**config.mk**
```make
export PLATFORM = sky130hd
export DESIGN_NAME = lm07_scan_reader
export DESIGN_NICKNAME = d
export VERILOG_FILES = /design/src/rtl/lm07_scan_reader.sv
export SDC_FILE = /design/constraint.sdc
export NUM_CORES = 1
export LEC_CHECK = 0
export BUFFER_PORTS_ARGS = -buffer_cell sky130_fd_sc_hd__buf_2
export CORE_MARGIN = 8
export CORE_UTILIZATION = 50
export CTS_BUF_LIST = sky130_fd_sc_hd__clkbuf_8
export DETAILED_ROUTE_END_ITERATION = 10
export PLACE_DENSITY_LB_ADDON = 0.1
export SYNTH_ARGS = -nofsm -noshare
export SYNTH_HDL_FRONTEND = slang
export SYNTH_SLANG_ARGS = --single-unit
```
**constraint.sdc**
```tcl
create_clock -name SYSCLK -period 2 [get_ports SYSCLK]
set_input_delay 0 -clock SYSCLK [delete_from_list [all_inputs] [get_ports SYSCLK]]
set_output_delay 0 -clock SYSCLK [all_outputs]
set_load 0.02 [all_outputs]
```
**src/rtl/lm07_scan_reader.sv**
```systemverilog
// lm07_scan_reader
//   Polls up to N_CH LM07-style SPI temperature sensors round-robin over a
//   shared SIO line. The block keeps the last sample of each channel, flags
//   over-threshold samples with sticky per-channel alarms, and publishes the
//   newest sample together with the index of the channel that produced it.
//
// Ports
//   SYSCLK      system clock, rising edge
//   RSTN        asynchronous active-low reset
//   EN          scan enable; 1 keeps polling
//   SIO         shared serial data from the sensors
//   CS          per-sensor chip selects, active low, at most one low
//   SCK         serial clock, idles low
//   THRESH      signed alarm threshold shared by all channels
//   ALARM_CLR   clears all sticky alarms
//   RD_SEL      channel selector for RD_DATA
//   RD_DATA     last sample of channel RD_SEL (combinational read)
//   DATA        newest captured sample
//   DISP        channel index of DATA
//   DATA_VALID  one-cycle pulse when DATA/DISP update
//   ALARM       sticky per-channel over-threshold flags
//   BUSY        high while any CS is low
//
// state   | meaning
// --------+------------------------------------------------------------
// IDLE    | CS all high, SCK low, waiting for EN
// SETUP   | CS[ch] low, SCK low, SCK_DIV cycles before the first edge
// SHIFT_H | SCK high half-period; SIO captured on entry
// SHIFT_L | SCK low half-period between two bits
// HOLD    | SCK low after the last bit, CS still low, SCK_DIV cycles
// DONE    | CS high, sample published, one cycle
// GAP     | GAP_CYC idle cycles before the next frame

module lm07_scan_reader #(
    parameter int  N_CH    = 4,
    parameter int  DATA_W  = 16,
    parameter int  SCK_DIV = 4,
    parameter int  GAP_CYC = 8,
    localparam int CH_W    = (N_CH > 1) ? $clog2(N_CH) : 1
) (
    input  logic              SYSCLK,
    input  logic              RSTN,
    input  logic              EN,
    input  logic              SIO,
    output logic [N_CH-1:0]   CS,
    output logic              SCK,
    input  logic [DATA_W-1:0] THRESH,
    input  logic              ALARM_CLR,
    input  logic [CH_W-1:0]   RD_SEL,
    output logic [DATA_W-1:0] RD_DATA,
    output logic [DATA_W-1:0] DATA,
    output logic [CH_W-1:0]   DISP,
    output logic              DATA_VALID,
    output logic [N_CH-1:0]   ALARM,
    output logic              BUSY
);

    localparam int TMR_MAX = (SCK_DIV > GAP_CYC) ? SCK_DIV : GAP_CYC;
    localparam int TMR_W   = $clog2(TMR_MAX);
    localparam int BIT_W   = (DATA_W > 1) ? $clog2(DATA_W) : 1;

    localparam logic [TMR_W-1:0] DIV_LD  = TMR_W'(SCK_DIV - 1);
    localparam logic [TMR_W-1:0] GAP_LD  = TMR_W'(GAP_CYC - 1);
    localparam logic [BIT_W-1:0] BIT_LD  = BIT_W'(DATA_W - 1);
    localparam logic [CH_W-1:0]  CH_LAST = CH_W'(N_CH - 1);

    typedef enum logic [2:0] {
        IDLE    = 3'd0,
        SETUP   = 3'd1,
        SHIFT_H = 3'd2,
        SHIFT_L = 3'd3,
        HOLD    = 3'd4,
        DONE    = 3'd5,
        GAP     = 3'd6
    } state_t;

    state_t            state;
    logic [TMR_W-1:0]  tmr;
    logic [BIT_W-1:0]  bit_cnt;
    logic [DATA_W-1:0] shreg;
    logic [CH_W-1:0]   ch;
    logic [CH_W-1:0]   ch_next;
    logic [N_CH-1:0]   cs_sel;
    logic [N_CH-1:0]   alarm_set;
    logic              tmr_zero;
    logic              frame_end;
    logic [DATA_W-1:0] store [N_CH];

    always_comb begin
        tmr_zero  = (tmr == '0);
        frame_end = (state == HOLD) && tmr_zero;
        cs_sel    = ~(N_CH'(1) << ch);
        ch_next   = (ch == CH_LAST) ? '0 : ch + 1'b1;
        // The alarm is evaluated on the same edge that publishes the sample,
        // so it is set together with DATA_VALID.
        alarm_set = '0;
        if (frame_end && ($signed(shreg) > $signed(THRESH))) begin
            alarm_set = ~cs_sel;
        end
    end

    always_comb begin
        RD_DATA = '0;
        if (int'(RD_SEL) < N_CH) begin
            RD_DATA = store[RD_SEL];
        end
    end

    always_ff @(posedge SYSCLK or negedge RSTN) begin
        if (!RSTN) begin
            state      <= IDLE;
            tmr        <= '0;
            bit_cnt    <= '0;
            shreg      <= '0;
            ch         <= '0;
            CS         <= '1;
            SCK        <= 1'b0;
            BUSY       <= 1'b0;
            DATA       <= '0;
            DISP       <= '0;
            DATA_VALID <= 1'b0;
            ALARM      <= '0;
            for (int i = 0; i < N_CH; i++) begin
                store[i] <= '0;
            end
        end else begin
            DATA_VALID <= 1'b0;
            // A set on the publishing edge overrides a coincident clear.
            ALARM      <= (ALARM_CLR ? '0 : ALARM) | alarm_set;

            case (state)
                IDLE: begin
                    if (EN) begin
                        state <= SETUP;
                        CS    <= cs_sel;
                        BUSY  <= 1'b1;
                        tmr   <= DIV_LD;
                    end
                end

                SETUP: begin
                    if (tmr_zero) begin
                        state   <= SHIFT_H;
                        SCK     <= 1'b1;
                        shreg   <= {shreg[DATA_W-2:0], SIO};
                        bit_cnt <= BIT_LD;
                        tmr     <= DIV_LD;
                    end else begin
                        tmr <= tmr - 1'b1;
                    end
                end

                SHIFT_H: begin
                    if (tmr_zero) begin
                        SCK <= 1'b0;
                        tmr <= DIV_LD;
                        // The low phase after the last bit is the HOLD period.
                        if (bit_cnt == '0) begin
                            state <= HOLD;
                        end else begin
                            state   <= SHIFT_L;
                            bit_cnt <= bit_cnt - 1'b1;
                        end
                    end else begin
                        tmr <= tmr - 1'b1;
                    end
                end

                SHIFT_L: begin
                    if (tmr_zero) begin
                        state <= SHIFT_H;
                        SCK   <= 1'b1;
                        shreg <= {shreg[DATA_W-2:0], SIO};
                        tmr   <= DIV_LD;
                    end else begin
                        tmr <= tmr - 1'b1;
                    end
                end

                HOLD: begin
                    if (tmr_zero) begin
                        state      <= DONE;
                        CS         <= '1;
                        BUSY       <= 1'b0;
                        DATA       <= shreg;
                        DISP       <= ch;
                        store[ch]  <= shreg;
                        DATA_VALID <= 1'b1;
                    end else begin
                        tmr <= tmr - 1'b1;
                    end
                end

                DONE: begin
                    state <= GAP;
                    tmr   <= GAP_LD;
                    ch    <= ch_next;
                end

                GAP: begin
                    if (tmr_zero) begin
                        if (EN) begin
                            state <= SETUP;
                            CS    <= cs_sel;
                            BUSY  <= 1'b1;
                            tmr   <= DIV_LD;
                        end else begin
                            state <= IDLE;
                        end
                    end else begin
                        tmr <= tmr - 1'b1;
                    end
                end

                default: begin
                    state <= IDLE;
                    CS    <= '1;
                    SCK   <= 1'b0;
                    BUSY  <= 1'b0;
                end
            endcase
        end
    end

endmodule

```
==> PnR_summary.wiki, run 1 <==
{| class="wikitable"
! Metric !! Value
|-
| Outcome || completed
|-
| Post-synthesis cell area || roughly 6000 um^2
|-
| Worst rel slew slack || 0.586
|-
| Cell with the biggest individual delay on the critical path || or4_4
|-
| Number of antenna diodes || 0
|-
| Hold Fails Final Rpt || 0
|-
| Drt first pass iters || 4
|-
| Total number of vias || about 3900
|-
| CTS HTree Levels || 4
|-
| Distinct cells, synth || 51
|-
| Routability congestion estimate || 0.800
|-
| Async set-reset flop share out of synthesis || 1.00
|-
| Mapped Cells || around 460
|-
| Final worst-path cycle share || 0.973
|-
| Placement-stage cell area || about 6600 um^2
|-
| Number of input and output port buffers inserted || 67
|-
| Setup Crit Path Kind || reg2reg
|-
| End of the worst register-to-register path || ALARM[1]
|-
| Number of design-rule violations left by the first detailed-router iteration || 174
|-
| Worst skew pair latency || roughly 0.42 ns
|-
| Max Clock Skew || about 0.01 ns
|-
| Num ports || 68
|-
| Number of remaining DRC errors || 0
|-
| Average via count per standard cell || approximately 5.4
|-
| Minimum setup slack among reg-to-reg paths || ~0.054 ns
|-
| Number of cells on the worst reg-to-reg path || 6
|-
| Worst VDD drop || 478 uV
|-
| RSZ-0062 raised after global routing || false
|-
| Minimum clock period || roughly 1.9 ns
|-
| Sequential area share after synthesis || 0.514
|-
| Register bit total from synthesis || about 120
|-
| Yosys synthesis warning count || 0
|-
| Initial cell density of the core || 0.515
|-
| Clock tree buffer depth || 2
|-
| Aggregate global-route resource usage || 0.170
|-
| Fraction of layout instances using a drive strength above 1 || 0.430
|-
| Half-perimeter wire length after placement || about 8.7 mm
|-
| Count of standard-cell rows || 39
|-
| Arrival @ worst endpoint || between 2 and 2.5 ns
|-
| Area of the core || about 11000 um^2
|-
| Total die area || around 16000 um^2
|-
| Dominant register cell in the synthesized netlist || dfrtp_1
|-
| Wire per inst || 17.7 um
|-
| Maximum number of pins on one net before global-route repair || 45
|-
| TritonCTS clock tree || built
|-
| Cell-by-cell listing of the critical path || ha_4 -> nand4_1 -> or4_4 -> o311ai_4 -> buf_6 -> o22ai_1
|-
| Area added between synthesis and finish || 20.4%
|-
| Number of nets in the layout || 611
|-
| Transition time at the pin with the least slew margin || around 0.62 ns
|-
| Overflow after GRT || 0
|-
| Max-cap viol count || 0
|-
| Startpoint of the worst-slack reg-to-reg timing path || shreg[11]
|-
| Number of fill cells || about 930
|-
| Antenna violations before repair || 0
|-
| CTS Root Cell || clkbuf_8
|-
| Vias in the first global route || roughly 4100
|-
| Kind of start point of the critical path || register
|-
| Number of buffers added by the clock tree synthesis step || 17
|-
| Path class of the lowest-slack min-delay path || in2async
|-
| Post-synthesis net count || 509
|-
| Final wirelength || roughly 13 mm
|-
| Count of pins over their slew limit || 0
|-
| Avg Synthesized Cell Area || 12.8 um^2
|-
| Endpoint type of the worst setup path || register
|-
| Power consumption || ~4.8 mW
|-
| LEAKAGE || between 3 and 4 nW
|-
| Overall die width || ~120 um
|-
| Number of flops mapped to enable cells by yosys || 0
|-
| Global-route wire length before repair || approximately 21 mm
|-
| Overall die height || about 120 um
|-
| Pwr Density || between 600 and 700 nW/um^2
|-
| Layout Cell Area excl Fill || 7110 um^2
|-
| Sinks on Clock Net || approximately 120
|-
| Final number of setup-violating endpoints || 0
|-
| Crit-path max cell delay || a little under 0.6 ns
|-
| Routed Antenna Nets || 0
|-
| Maximum achievable frequency || ~0.51 GHz
|-
| Setup TNS after final layout || 0 ns
|-
| Clk pin slew, worst setup/hold paths || roughly 0.070 ns
|-
| Critical Path Fanout Max || 4
|-
| Worst endpoint required time || 2.31 ns
|}
## layout by cell type, fill, tap and decap left out, drive strengths merged, types with 3 or more instances in the layout
cell	instances
a211oi	3
a21oi	13
buf	99
clkbuf	21
clkinv	4
dfrtp	117
dfstp	4
dlygate4sd3	4
ha	24
inv	32
mux2	80
mux4	16
nand2	72
nand2b	6
nand4	4
nor2	12
nor2b	3
nor3	3
o211ai	8
o21ai	14
o22ai	5
## logic make-up after synthesis
kind of cell / share of synthesized area
muxes: 0.234
DFF: 0.514
adders and majority gates: 0.0509
buffers and inverters: 0.0409
and+or+nand+nor: 0.0996
AOI/OAI and AO/OA: 0.0604
## what timing repair did
action / CTS / global route
buffers inserted: 0 / 3
resized for setup: 0 / 14
hold buffers: 4 / 0
endpoints found under the setup margin: 0 / 7
endpoints found under the hold margin: 48 / 0
## sequential cells by signal, indices dropped and copies added, names as in the netlist, 3 cells and up
register / cells
store: 64
DATA: 16
shreg: 16
ALARM: 4
CS: 4
bit_cnt: 4
state: 3
tmr: 3
## cells in the mapped netlist, drive strengths merged (3+ instances only)
cell type / n / area, um^2
ha: 24 / 300
nor3: 3 / 15.0
nand2: 72 / 322
nand2b: 6 / 37.5
dfrtp: 117 / 2930
buf: 12 / 101
nor2b: 3 / 21.3
nand4: 4 / 25.0
mux4: 16 / 360
o21ai: 14 / 70.1
inv: 28 / 105
o211ai: 8 / 60.1
a21oi: 13 / 65.1
clkbuf: 8 / 30.0
a211oi: 3 / 27.5
dfstp: 4 / 105
nor2: 12 / 50.1
o22ai: 5 / 31.3
mux2: 80 / 1000
## worst max path at each step
stage | from | to | slack [ns] | depth (start not counted)
final | shreg[11] | ALARM[1] | 0.05 | 6
after global routing | shreg[10] | ALARM[1] | 0.005 | 6
after CTS | shreg[13] | ALARM[1] | 0.01 | 7
after detailed placement | shreg[13] | ALARM[0] | 0.04 | 7
after global placement | shreg[13] | ALARM[3] | 0.08 | 7
after floorplan | shreg[13] | ALARM[0] | 0.12 | 6
## worst max-delay path, delay by kind of cell (launching register included)
| kind | cells | cell delay, ns |
|---|---|---|
| simple gates | 2 | 0.78 |
| flops | 1 | 0.42 |
| fa+ha+maj | 1 | 0.30 |
| compound gates | 2 | 0.17 |
| buf+inv | 1 | 0.16 |
## where the power goes
| group | leakage, nW | internal (mW) | switching (mW) |
|---|---|---|---|
| sequential | 1.63 | 2.45 | 0.00603 |
| clock | 0.213 | 1.22 | 0.929 |
| combinational | 1.88 | 0.0828 | 0.127 |
| total | 3.72 | 3.75 | 1.06 |
## layout make-up
class	instances	area, um^2	area share
flip-flops and latches	121	3040	0.427
clock buffers	21	289	0.0407
inverters	29	110	0.0155
multi-input cells	292	2700	0.380
well taps	143	179	0.0252
repair buffers	103	684	0.0963
clock inverters	11	105	0.0148
## through the flow
stage	setup slack (ns)	hold slack, ns	cells	util
6_report	0.0543	0.128	720	0.620
5_1_grt	0.00513	0.199	720	0.620
4_1_cts	0.0138	0.141	717	0.611
3_5_place_dp	0.0399	0.0632	681	0.573
3_3_place_gp	0.0783	0.0571	681	0.573
2_1_floorplan	0.120	-0.296	462	-
## per-layer routing
layer / part of all wire / track usage / routed length [um] / vias to the layer above
li1: - / - / - / 1836
met1: 0.48 / 0.225 / 6060 / 1940
met2: 0.46 / 0.261 / 5900 / 82
met3: 0.047 / 0.0528 / 604 / 13
met4: 0.013 / 0.0567 / 161 / 0
met5: 0 / 0 / 0 / -
Note: power is estimated with default switching activity, not from simulation.
==> run 2, diff against run 1 <==
--- a/config.mk
+++ b/config.mk
@@ -10,7 +10,7 @@
 export CORE_UTILIZATION = 50
 export CTS_BUF_LIST = sky130_fd_sc_hd__clkbuf_8
 export DETAILED_ROUTE_END_ITERATION = 10
-export PLACE_DENSITY_LB_ADDON = 0.1
+export PLACE_DENSITY = 0.73
 export SYNTH_ARGS = -nofsm -noshare
 export SYNTH_HDL_FRONTEND = slang
 export SYNTH_SLANG_ARGS = --single-unit
==> PnR_summary.wiki, run 2 (synthesis gave the netlist of run 1 again) <==
{| class="wikitable"
! Metric !! Value
|-
| Aggregate global-route resource usage || 0.177
|-
| Wire per inst || between 15 and 20 um
|-
| Number of remaining DRC errors || 0
|-
| Path class of the lowest-slack min-delay path || in2async
|-
| Worst rel slew slack || 0.536
|-
| Total number of vias || 3916
|-
| Endpoint type of the worst setup path || register
|-
| Worst VDD drop || 424 uV
|-
| Routing usage on met2 || 0.295
|-
| Setup Crit Path Kind || reg2reg
|-
| Final wirelength || ~13 mm
|-
| Crit-path max cell delay || 0.47 ns
|-
| Vias in the first global route || 4290
|-
| Critical Path Fanout Max || 8
|-
| Global-route wire length before repair || 22.1 mm
|-
| Number of buffers added by the clock tree synthesis step || 17
|-
| Maximum number of pins on one net before global-route repair || 51
|-
| Non-filler instance count after layout || ~710
|-
| Pwr Density || roughly 680 nW/um^2
|-
| Routability congestion estimate || slightly above 0.8
|-
| Grt met1 use || 0.219
|-
| Cell with the biggest individual delay on the critical path || dfrtp_2
|-
| Switch Pwr || 1.09 mW
|-
| Outcome || completed
|-
| CTS Root Cell || clkbuf_8
|-
| Arrival @ worst endpoint || around 2.2 ns
|-
| Total die area || ~16000 um^2
|-
| Antenna violations before repair || 0
|-
| Worst skew pair latency || 0.43 ns
|-
| Max Clock Skew || between 0.01 and 0.015 ns
|-
| Fraction of layout instances using a drive strength above 1 || 0.419
|-
| Transition time at the pin with the least slew margin || between 0.6 and 0.7 ns
|-
| Largest reg by FF count || store
|-
| Drt first pass iters || 4
|-
| Initial cell density of the core || 0.515
|-
| Count of pins over their slew limit || 0
|-
| Hold Fails Final Rpt || 0
|-
| Area added between synthesis and finish || 17.6%
|-
| Sinks on Clock Net || roughly 120
|-
| Overall die width || ~120 um
|-
| Fraction of power consumed by sequential logic || 0.526
|-
| Hold slack || approximately 0.16 ns
|-
| Overall die height || approximately 120 um
|-
| Number of nets in the layout || 600
|-
| Average via count per standard cell || approximately 5.5
|-
| Max-cap viol count || 0
|-
| Cell-by-cell listing of the critical path || ha_1 -> nand4_1 -> nor2_1 -> o21a_1 -> o311ai_4 -> o22ai_1
|-
| Number of antenna diodes || 0
|-
| Minimum clock period || between 1.5 and 2 ns
|-
| Worst endpoint required time || 2.29 ns
|-
| Final worst-path cycle share || 0.965
|-
| Clock network fraction of total power || 0.435
|-
| Net switching fraction of the power || 0.233
|-
| Final number of setup-violating endpoints || 0
|-
| Number of input and output port buffers inserted || 67
|-
| Routed Antenna Nets || 0
|-
| Number of design-rule violations left by the first detailed-router iteration || 221
|-
| Met3 GRT Util || 0.0387
|-
| Most common library cell in the layout ignoring fill and taps || dfrtp_1
|-
| Overflow after GRT || 0
|-
| Largest regs || store: 64 flops, DATA: 16 flops, shreg: 16 flops
|-
| Count of standard-cell rows || 39
|-
| CTS HTree Levels || 4
|-
| Kind of start point of the critical path || register
|-
| Half-perimeter wire length after placement || 9.05 mm
|-
| Flip-flop count of the largest register, all copies and words added || 64
|-
| Maximum achievable frequency || between 0.5 and 0.6 GHz
|-
| Cell family contributing the most delay on the critical path || compound AO/OA/AOI/OAI gates
|-
| GR peak layer || met2
|-
| Most frequent cells in the layout || dfrtp_1, nand2_1, buf_2
|-
| Total placed cells including tap cells || approximately 670
|-
| LEAKAGE || between 3 and 4 nW
|-
| Num ports || 68
|-
| RSZ-0062 raised after global routing || true
|-
| Clock tree buffer depth || 2
|-
| Combinational power share || 0.039
|-
| Number of fill cells || 885
|-
| Area of the core || between 10000 and 15000 um^2
|-
| Sum of buffers and inverters on the critical path || 0
|-
| TritonCTS clock tree || built
|-
| Clk pin slew, worst setup/hold paths || roughly 0.070 ns
|-
| Internal power || roughly 3.6 mW
|}
## run 2: metrics by stage
step	cell area (um^2)	setup slack, ns	utilization	power, mW	TNS (ns)
finish	6940	0.0703	0.605	4.69	0
global route	6940	-0.0126	0.605	4.85	-0.0184
global placement	6490	0.0117	0.566	2.68	0
floorplan	5900	0.120	-	2.58	0
detailed placement	6490	-0.0730	0.566	2.69	-0.153
CTS	6910	0.00323	0.602	4.73	0
## run 2: layout make-up
cell class / instances / area, um^2 / share of cell area
inverters: 29 / 111 / 0.0160
multi-input cells: 292 / 2660 / 0.383
repair buffers: 92 / 586 / 0.0844
clock inverters: 7 / 41.3 / 0.00595
clock buffers: 24 / 330 / 0.0476
well taps: 143 / 179 / 0.0258
flip-flops and latches: 121 / 3040 / 0.438
## run 2: worst register-to-register path: stages, from the launching register on
cell      delay [ns]
dfrtp_2         0.47
ha_1            0.30
nand4_1         0.22
nor2_1          0.13
o21a_1          0.23
o311ai_4        0.31
o22ai_1         0.15
## run 2: power groups by stage
stage | logic (mW) | clock network (mW) | registers (mW)
2_1_floorplan | 0.0703 | 0 | 2.51
3_3_place_gp | 0.171 | 0 | 2.51
3_5_place_dp | 0.179 | 0 | 2.51
4_1_cts | 0.186 | 2.08 | 2.46
5_1_grt | 0.210 | 2.17 | 2.46
6_report | 0.184 | 2.04 | 2.46
## run 2: final timing paths
| kind | slack (ns) | end | cells past startpoint | start |
|---|---|---|---|---|
| max in group asynchronous | 1.17 | shreg[10] | 3 | RSTN |
| min in group SYSCLK | 0.35 | shreg[0] | 4 | SIO |
| hold / removal | 0.16 | store[1] | 2 | RSTN |
| setup / recovery | 0.07 | ALARM[1] | 6 | shreg[8] |
| setup reg to reg | 0.07 | ALARM[1] | 6 | shreg[8] |
| hold reg to reg | 0.47 | DATA[9] | 2 | DATA[9] |
## run 2: timing repair
item / in CTS / in global routing
resized for setup: 2 / 7
hold buffers: 4 / 0
buffers inserted: 0 / 1
endpoints found under the setup margin: 4 / 24
hold endpoints to repair: 50 / 0
pin swaps: 0 / 2
## run 2: routing by layer
| metal | up-vias | routed length, um | part of all wire |
|---|---|---|---|
| met4 | 0 | 184 | 0.014 |
| met2 | 73 | 6760 | 0.50 |
| met5 | - | 0 | 0 |
| met3 | 16 | 476 | 0.036 |
| met1 | 2020 | 5970 | 0.45 |
| li1 | 1807 | - | - |
==> run 3, diff against run 2 <==
==> config.mk (replaced) <==
export PLATFORM = sky130hd
export DESIGN_NAME = lm07_scan_reader
export DESIGN_NICKNAME = d
export VERILOG_FILES = /design/src/rtl/lm07_scan_reader.sv
export SDC_FILE = /design/constraint.sdc
export NUM_CORES = 1
export LEC_CHECK = 0
export CORE_MARGIN = 3
export CORE_UTILIZATION = 50
export CTS_BUF_LIST = sky130_fd_sc_hd__clkbuf_8
export DETAILED_ROUTE_END_ITERATION = 10
export DONT_BUFFER_PORTS = 1
export PLACE_DENSITY = 0.68
export SYNTH_ARGS = -nofsm -noshare
export SYNTH_HDL_FRONTEND = slang
export SYNTH_SLANG_ARGS = --single-unit
==> PnR_summary.wiki, run 3 (synthesis gave the netlist of run 1 again) <==
{| class="wikitable"
! Metric !! Value
|-
| Outcome || finished, violations left
|-
| Violated checks || hold timing
|-
| Routability congestion estimate || between 0.7 and 0.8
|-
| Path class of the lowest-slack min-delay path || in2async
|-
| Largest regs || store: 64 flops, DATA: 16 flops, shreg: 16 flops
|-
| Hold slack || -0.745 ns
|-
| Global-route wire length before repair || approximately 20 mm
|-
| Worst rel slew slack || 0.713
|-
| TritonCTS clock tree || built
|-
| Half-perimeter wire length after placement || between 7 and 8 mm
|-
| Arrival @ worst endpoint || ~2.2 ns
|-
| Worst skew pair latency || around 0.44 ns
|-
| Overall die width || ~110 um
|-
| Worst endpoint required time || around 2.3 ns
|-
| Fraction of layout instances using a drive strength above 1 || 0.344
|-
| Placement-stage cell area || ~6000 um^2
|-
| Most frequent cells in the layout || dfrtp_1, nand2_1, mux2_2
|-
| Maximum achievable frequency || roughly 0.52 GHz
|-
| Number of input and output port buffers inserted || 0
|-
| Number of buffers added by the clock tree synthesis step || 17
|-
| Cell with the biggest individual delay on the critical path || or4_1
|-
| Number of antenna diodes || 0
|-
| Minimum clock period || about 1.9 ns
|-
| Total area of sequential cells || roughly 3000 um^2
|-
| Worst VDD drop || ~540 uV
|-
| Aggregate global-route resource usage || 0.196
|-
| Final wirelength || 12.0 mm
|-
| Clk pin slew, worst setup/hold paths || 0.07 ns
|-
| Overflow after GRT || 0
|-
| Clock tree buffer depth || 2
|-
| Number of design-rule violations left by the first detailed-router iteration || approximately 130
|-
| Initial cell density of the core || 0.515
|-
| Area added between synthesis and finish || 12.6%
|-
| Flip-flop count of the largest register, all copies and words added || 64
|-
| Startpoint of the worst-slack reg-to-reg timing path || shreg[6]
|-
| Setup Crit Path Kind || reg2reg
|-
| Launching instance or port of the critical path || shreg[6]
|-
| Overall die height || around 110 um
|-
| Most common library cell in the layout ignoring fill and taps || dfrtp_1
|-
| Pwr Density || between 700 and 800 nW/um^2
|-
| CTS Root Cell || clkbuf_8
|-
| Number of fill cells || ~930
|-
| Area of the core || roughly 11000 um^2
|-
| Critical Path Fanout Max || 8
|-
| Hold Fails Final Rpt || roughly 120
|-
| Crit-path max cell delay || a little over 0.5 ns
|-
| CTS HTree Levels || 4
|-
| Total die area || 13100 um^2
|-
| Total number of vias || between 3000 and 4000
|-
| Layout Utilization || 0.579
|-
| Endpoint type of the worst setup path || register
|-
| Setup TNS after final layout || 0 ns
|-
| Num ports || between 60 and 70
|-
| Cell-by-cell listing of the critical path || ha_1 -> nand4_1 -> or4_1 -> o311ai_2 -> buf_4 -> o22ai_1
|-
| Power consumption || just under 5 mW
|-
| Drt first pass iters || 4
|-
| Number of nets in the layout || 534
|-
| Final number of setup-violating endpoints || 0
|-
| LEAKAGE || 3.33 nW
|-
| Count of standard-cell rows || 39
|-
| Average via count per standard cell || between 5 and 6
|-
| Final worst-path cycle share || 0.959
|-
| Number of cells on the worst reg-to-reg path || 6
|-
| Total area of multi-input combinational cells || between 2000 and 3000 um^2
|-
| Kind of start point of the critical path || register
|-
| Layout Cell Area excl Fill || approximately 6600 um^2
|-
| Transition time at the pin with the least slew margin || approximately 0.43 ns
|-
| Routed Antenna Nets || 0
|-
| Wire per inst || between 15 and 20 um
|-
| Vias in the first global route || just under 4000
|-
| Max-cap viol count || 0
|-
| Largest reg by FF count || store
|-
| Antenna violations before repair || 0
|-
| Count of pins over their slew limit || 0
|-
| Quantity of hold-fixing buffers added after cts || 3
|-
| Max Clock Skew || ~0.013 ns
|-
| Maximum number of pins on one net before global-route repair || around 120
|-
| Number of remaining DRC errors || 0
|-
| Sinks on Clock Net || ~120
|}
## run 3: cell count changes in the layout (fill, tap and decap cells not counted), moves of 2 or more
| cell | before | now |
|---|---|---|
| buf_4 | 18 | 21 |
| clkbuf_8 | 24 | 18 |
| buf_2 | 66 | 0 |
| bufinv_16 | 0 | 4 |
| inv_1 | 29 | 31 |
| buf_12 | 4 | 2 |
| clkinvlp_4 | 3 | 5 |
## run 3: stage by stage
stage	setup slack (ns)	hold slack (ns)	instances
3_3_place_gp	0.0967	-0.291	606
6_report	0.0817	-0.745	643
3_5_place_dp	0.0870	-0.292	606
2_1_floorplan	0.120	-0.296	462
4_1_cts	0.0666	-0.779	641
5_1_grt	-0.00703	-0.782	643
## run 3: where the power goes
part	switching, mW	internal [mW]	leakage (nW)
clock network	0.964	1.37	0.211
logic	0.0429	0.0476	1.49
registers	0.00963	2.45	1.63
total	1.02	3.88	3.33
## run 3: path summary, 6_finish.rpt
path                              endpoint  slack, ns
worst max-delay path              ALARM[3]       0.08
min in group SYSCLK                 tmr[0]       0.18
worst max register to register    ALARM[3]       0.08
max in group asynchronous            CS[1]       2.51
worst min register to register  bit_cnt[0]       0.50
worst min-delay path             store[57]      -0.74
## run 3: worst max-delay path: cells and delay by family (launching register included)
| kind | cells | cell delay, ns |
|---|---|---|
| and+or+nand+nor | 2 | 0.65 |
| DFF | 1 | 0.47 |
| adders and majority gates | 1 | 0.32 |
| buffers and inverters | 1 | 0.18 |
| AOI/OAI and AO/OA | 2 | 0.17 |
## run 3: layout make-up
cell class,count,area share
clock buffers,18,0.0373
clock inverters,14,0.0275
flip-flops and latches,121,0.457
inverters,29,0.0166
repair buffers,26,0.0343
multi-input cells,292,0.400
well taps,143,0.0269
## run 3: per-layer routing
| layer | GRT usage | up-vias | part of all wire |
|---|---|---|---|
| li1 | - | 1686 | - |
| met1 | 0.258 | 1808 | 0.45 |
| met2 | 0.305 | 78 | 0.49 |
| met3 | 0.0634 | 17 | 0.051 |
| met4 | 0.0736 | 0 | 0.015 |
| met5 | 0 | - | 0 |
## run 3: timing repair
item                                    4_1_cts  5_1_grt
hold endpoints to repair                    135      121
setup buffers                                 0        2
endpoints found under the setup margin        0       34
gates resized for setup                       0        9
